==> src/rtl/ifu_pkg.sv <==
// Shared types and constants for the instruction fetch unit (instr_fetch_unit)
// and its next-PC helper.
package ifu_pkg;

  typedef enum logic [1:0] {
    REQ  = 2'd0,
    WAIT = 2'd1,
    HOLD = 2'd2
  } ifu_state_e;

  localparam logic [5:0]  NOP_OP    = 6'h0e;
  localparam logic [5:0]  OP_J      = 6'h02;
  localparam logic [31:0] INSTR_NOP = {NOP_OP, 26'b0};
  localparam int          PC_INC    = 4;

endpackage

==> src/rtl/pc_next_calc.sv <==
// Combinational next-PC selection: sequential PC or J-type target built from
// the upper PC bits of the ID instruction, plus the post-issue increment.
module pc_next_calc
  import ifu_pkg::*;
#(
  parameter int PC_W = 32
) (
  input  logic [PC_W-1:0]  pc,
  input  logic [PC_W-29:0] region,
  input  logic [25:0]      index,
  input  logic             take_jump,
  output logic [PC_W-1:0]  next_pc,
  output logic [PC_W-1:0]  next_pc_inc
);

  logic [PC_W-1:0] target;

  assign target      = {region, index, 2'b00};
  assign next_pc     = take_jump ? target : pc;
  // Wraps modulo 2^PC_W with no overflow indication.
  assign next_pc_inc = next_pc + PC_W'(PC_INC);

endmodule

==> src/rtl/instr_fetch_unit.sv <==
// Fetch stage and IF/ID register with a one-outstanding imem req/valid handshake.
// Optional back-to-back prefetch with jump squash is built when IFU_PREFETCH_EN is defined.
//
// state | meaning
// REQ   | ready to issue a fetch for next_pc (held while Sel_pc_reg=1)
// WAIT  | one fetch outstanding, waiting for imem_valid
// HOLD  | returned word parked in the buffer until IF/ID may load
module instr_fetch_unit
  import ifu_pkg::ifu_state_e, ifu_pkg::REQ, ifu_pkg::WAIT, ifu_pkg::HOLD;
#(
  parameter int              PC_W     = 32,
  parameter int              INSTR_W  = 32,
  parameter logic [PC_W-1:0] RESET_PC = '0,
  parameter logic [5:0]      NOP_OP   = 6'h0e
) (
  input  logic               clk,
  input  logic               rst,
  input  logic               Sel_pc_mux,
  input  logic               Sel_pc_reg,
  input  logic               if_id_enable,
  output logic               imem_req,
  output logic [PC_W-1:0]    imem_addr,
  input  logic               imem_valid,
  input  logic [INSTR_W-1:0] imem_data,
  output logic [5:0]         OpCode,
  output logic [INSTR_W-1:0] instr_id,
  output logic [PC_W-1:0]    pc_id,
  output logic               id_valid
);

  localparam logic [INSTR_W-1:0] BUBBLE = {NOP_OP, {(INSTR_W-6){1'b0}}};

  ifu_state_e         state, state_nxt;
  logic [PC_W-1:0]    pc, issued_addr, next_pc, next_pc_inc;
  logic [INSTR_W-1:0] buf_data, load_data;
  logic               issue, load, buf_we, take_jump;

`ifdef IFU_PREFETCH_EN
  logic pf_check, squashed, squash_detect, squash_any, load_bubble;

  // The cycle after a prefetch issue is the first one where the decoder sees the freshly loaded word.
  assign squash_detect = pf_check & id_valid & Sel_pc_mux;
  assign squash_any    = squashed | squash_detect;
  assign take_jump     = id_valid & Sel_pc_mux & ((state == REQ) | pf_check);
`else
  assign take_jump     = id_valid & Sel_pc_mux & (state == REQ);
`endif

  pc_next_calc #(.PC_W(PC_W)) u_pc_next_calc (
    .pc          (pc),
    .region      (pc_id[PC_W-1:28]),
    .index       (instr_id[25:0]),
    .take_jump   (take_jump),
    .next_pc     (next_pc),
    .next_pc_inc (next_pc_inc)
  );

  always_comb begin
    state_nxt = state;
    issue     = 1'b0;
    load      = 1'b0;
    load_data = imem_data;
    buf_we    = 1'b0;
`ifdef IFU_PREFETCH_EN
    load_bubble = 1'b0;
`endif
    case (state)
      REQ: begin
        if (!Sel_pc_reg) begin
          issue     = 1'b1;
          state_nxt = WAIT;
        end
      end
      WAIT: begin
`ifdef IFU_PREFETCH_EN
        if (imem_valid && squash_any) begin
          load_bubble = !if_id_enable;
          state_nxt   = REQ;
        end else
`endif
        if (imem_valid && !if_id_enable) begin
          load      = 1'b1;
          state_nxt = REQ;
`ifdef IFU_PREFETCH_EN
          if (!Sel_pc_reg) begin
            issue     = 1'b1;
            state_nxt = WAIT;
          end
`endif
        end else if (imem_valid) begin
          buf_we    = 1'b1;
          state_nxt = HOLD;
        end
      end
      HOLD: begin
        if (!if_id_enable) begin
          load      = 1'b1;
          load_data = buf_data;
          state_nxt = REQ;
        end
      end
      default: state_nxt = REQ;
    endcase
  end

  assign imem_req  = issue & ~rst;
  assign imem_addr = next_pc;
  assign OpCode    = instr_id[INSTR_W-1:INSTR_W-6];

  always_ff @(posedge clk) begin
    if (rst) begin
      state       <= REQ;
      pc          <= RESET_PC;
      issued_addr <= RESET_PC;
      instr_id    <= BUBBLE;
      pc_id       <= '0;
      id_valid    <= 1'b0;
      buf_data    <= '0;
`ifdef IFU_PREFETCH_EN
      pf_check    <= 1'b0;
      squashed    <= 1'b0;
`endif
    end else begin
      state <= state_nxt;
      if (issue) begin
        pc          <= next_pc_inc;
        issued_addr <= next_pc;
      end
`ifdef IFU_PREFETCH_EN
      // Redirect now so the REQ after the bubble fetches the target even once id_valid drops.
      else if (squash_detect) begin
        pc <= next_pc;
      end
`endif
      if (load) begin
        instr_id <= load_data;
        pc_id    <= issued_addr;
        id_valid <= 1'b1;
      end
`ifdef IFU_PREFETCH_EN
      else if (load_bubble) begin
        instr_id <= BUBBLE;
        id_valid <= 1'b0;
      end
      pf_check <= issue & (state == WAIT);
      squashed <= (state == WAIT) & squash_any & ~imem_valid;
`endif
      if (buf_we) begin
        buf_data <= imem_data;
      end
    end
  end

endmodule
==> config.mk <==
export PLATFORM = sky130hd
export DESIGN_NAME = instr_fetch_unit
export DESIGN_NICKNAME = d
export VERILOG_FILES = /design/src/rtl/ifu_pkg.sv /design/src/rtl/pc_next_calc.sv /design/src/rtl/instr_fetch_unit.sv
export SDC_FILE = /design/constraint.sdc
export NUM_CORES = 1
export LEC_CHECK = 0
export ABC_AREA = 0
export CAP_MARGIN = 25
export CORE_UTILIZATION = 45
export DETAILED_ROUTE_END_ITERATION = 8
export GPL_ROUTABILITY_DRIVEN = 0
export PLACE_DENSITY = 0.72
export SYNTH_ARGS = -nofsm -noshare
export SYNTH_HDL_FRONTEND = slang
export SYNTH_HIERARCHICAL = 1
export SYNTH_SLANG_ARGS = --single-unit
==> constraint.sdc <==
create_clock -name clk -period 4.8 [get_ports clk]
set_clock_uncertainty 0.2 [all_clocks]
set_input_delay 0.48 -clock clk [delete_from_list [all_inputs] [get_ports clk]]
set_output_delay 0.48 -clock clk [all_outputs]
set_load 0.01 [all_outputs]
==> flow_summary.toml <==
[outcome]
outcome = "finished, final reports clean"

[clocking]
cts.clk_slew.worst_paths_ps = 60
clk_latency_worst_skew_pair_ps = 420
htreeDepth = 4
ctsResizeCount = 0
clock_tree_from_tritoncts = "yes"
clock_sinks = 163
cts-buffers-inserted = 17
clock_tree.root_cell = "clkbuf_16"
cts.hold.buffers_added = 0
ctsLongestPathBuffers = 2
post_cts_buffers = 0

[finish]
final_cell_area_um2 = 9460
ff_latch_area_um2 = 3260
area_delta_synth_final_pct = 27.0
num_antenna_cells = 0
layout.nets = 1041
drive_above_1_share_pct = 6.92
final-instance-count-excl-fill = 1227
nFillCells = 1471
multi_input_comb_area_um2 = 3690

[power]
power_per_cell_area_nw_per_um2 = 385
vdd_ir_drop_max_mv = 0.264
leakagePower_nw = 3.46
report.power.total_mw = 3.64

[grt]
grt_antenna_before_repair = 0
overflow = 0
gr-usage-all-layers_pct = 23.6
busiest_layer = "met2"
grt_first_pass_wirelength_um = 31500
grt_use_met3_pct = 3.83
grt_max_degree = 95
number_of_global_route_vias_before_repair = 6128
grtUsageMet2_pct = 37.1
met1_grt_util_pct = 32.8

[setup_path]
path_max_fanout = 40
critPathKind = "reg2out"
worst_setup_path_startpoint = "state[0]"
worst_ep_arrival_time_ps = 3250
critical_path.reg2reg.startpoint = "state[0]"
worst-endpoint-required_ps = 4120
crit_end_element = "primary output"
setup.worst_path.start_class = "flip-flop"

[job]
cap_viol_max_count = 0

[synth]
synth-seq-area-share_pct = 43.8
synth.area.top_cells = "dfxtp_1 44%, nand2_1 12%, a21oi_1 8.9%"
yosys_register_bits = 163
synth_cells = 910
postSynth.topFlopCell = "dfxtp_1"
synth.distinct_cells = 42
netlist_area_um2 = 7450
synth_edf_count = 0
synth_most_common_cell = "nand2_1"
synth_commonest_cells = "242 x nand2_1, 163 x dfxtp_1, 133 x a21oi_1, 45 x mux2i_1, 39 x nand4_1"
synth_async_sr_flop_share_pct = 0
yosys_warnings = 6
post_synthesis_net_count = 952
synthDominantAreaCellType = "dfxtp_1"
yosysTopAreaCellShare_pct = 43.8
syn_area_per_cell_um2 = 8.18

[drt]
detailedRoute.firstPassIterationCount = 5
dr.first_iter.drc_count = 452
routed-via-count = 6569
post_drt_via_cell_ratio = 5.35
drc = 0
detail_route.wirelength_um = 19500
ant_nets = 0
detail_route.wl_per_cell_um = 15.9

[sta]
tightest_pin_transition_ps = 1010
highest_attainable_clock_frequency_mhz = 255
post-route-min-period_ps = 3930
timing_max_transition_violations_final = 0
finalHoldViolCount = 0
postLayoutSetupSlackWorst_ps = 875
setup_viol_count_final = 0
final.setup.tns_ps = 0
slew_headroom_pct = 32.7
rsz0062_at_grt = "no"
timing.final.crit_share_pct = 81.8

[placement]
dp_hpwl_um = 12700
detailed_place.area_um2 = 8790
number_of_i_o_port_buffers = 141
place_ws_ps = 927
dpl.cell_count = 1195

[floorplanning]
io_pins = 142
fp.dieH_um = 131
core-area_um2 = 16000
row_count = 46
start_util_pct = 46.5
die_area_um2 = 17100
die_w_um = 131

[min_path]
worstHoldPathType = "reg2reg"
hold_start = "pc_id[24]"
==> report_power, final <==
part           switching (mW)  leakage [nW]  total (mW)  internal [mW]
sequential             0.0659          1.32        1.48           1.42
clock                   0.543         0.310        1.48          0.937
combinational           0.450          1.83       0.678          0.228
total                    1.06          3.46        3.64           2.58
==> metrics by stage <==
stage / hold WS (ps) / utilization (%)
CTS: 250 / 59.0
global placement: 239 / 54.8
detailed placement: 242 / 54.9
floorplan: 232 / -
finish: 246 / 59.1
global route: 265 / 59.1
==> worst max-delay path: stages (launching register included) <==
cell	delay, ps
dfxtp_1	330
inv_1	90
ha_1	270
and3_2	740
buf_4	410
mux2i_1	360
inv_1	120
clkdlybuf4s50_1	500
==> final cells by class <==
cell class                      instances  share of cell area, %
Multi-Input combinational cell        649                   39.1
Clock buffer                           19                   4.68
Clock inverter                         12                   2.17
Tap cell                              216                   2.86
Sequential cell                       163                   34.5
Timing Repair Buffer                  153                   16.1
Inverter                               15                  0.595
==> flip-flops by register name, indices dropped and copies added, names as in the netlist <==
register and flops:
buf_data 32, id_valid 1, instr_id 32, issued_addr 32, pc 32, pc_id 32
state 2
==> metal layers <==
metal	wire, um	share of wire, %
met5	0	0
met4	252	1.3
met3	858	4.4
met2	9100	47
met1	9330	48
==> logic make-up after synthesis <==
logic type                 count (synthesis)  share of synthesized area, %
muxes                                     60                          8.32
AOI/OAI and AO/OA                        218                          16.6
adders and majority gates                  4                         0.672
xor gates and xnor gates                  26                          3.06
buffers and inverters                     98                          6.84
DFF                                      163                          43.8
and+or+nand+nor                          341                          20.7
==> placed cells by master, fill, tap and decap left out, types with 2 or more instances in the layout <==
master	instances
nand2_1	242
mux2_2	15
a222oi_1	2
o21ai_0	22
clkbuf_16	17
dfxtp_1	163
nand2b_1	4
nand2b_2	2
and2_1	3
nand4_1	39
a22oi_1	2
nor2b_1	7
o21a_1	2
buf_12	2
a21oi_1	133
inv_1	14
and3_1	2
nor2b_4	2
o22ai_1	2
buf_4	11
a32o_1	2
nor2_1	6
xor2_1	11
clkdlybuf4s50_1	140
bufinv_16	5
a21o_1	4
mux2i_1	45
clkinv_4	3
a211oi_1	33
nor3_1	5
nand4b_1	4
nand3b_1	5
nor4b_1	2
xnor2_1	15
nand3_1	13
ha_1	4
o21ai_1	12
clkinvlp_4	2
==> path summary, 6_finish.rpt <==
kind | end | depth (start not counted) | slack (ps)
worst min-delay path | pc_id[24] | 2 | 250
worst min register to register | pc_id[24] | 2 | 250
worst max register to register | pc[26] | 10 | 1070
worst max-delay path | imem_addr[24] | 7 | 870
(Power assumes the default switching activity.)
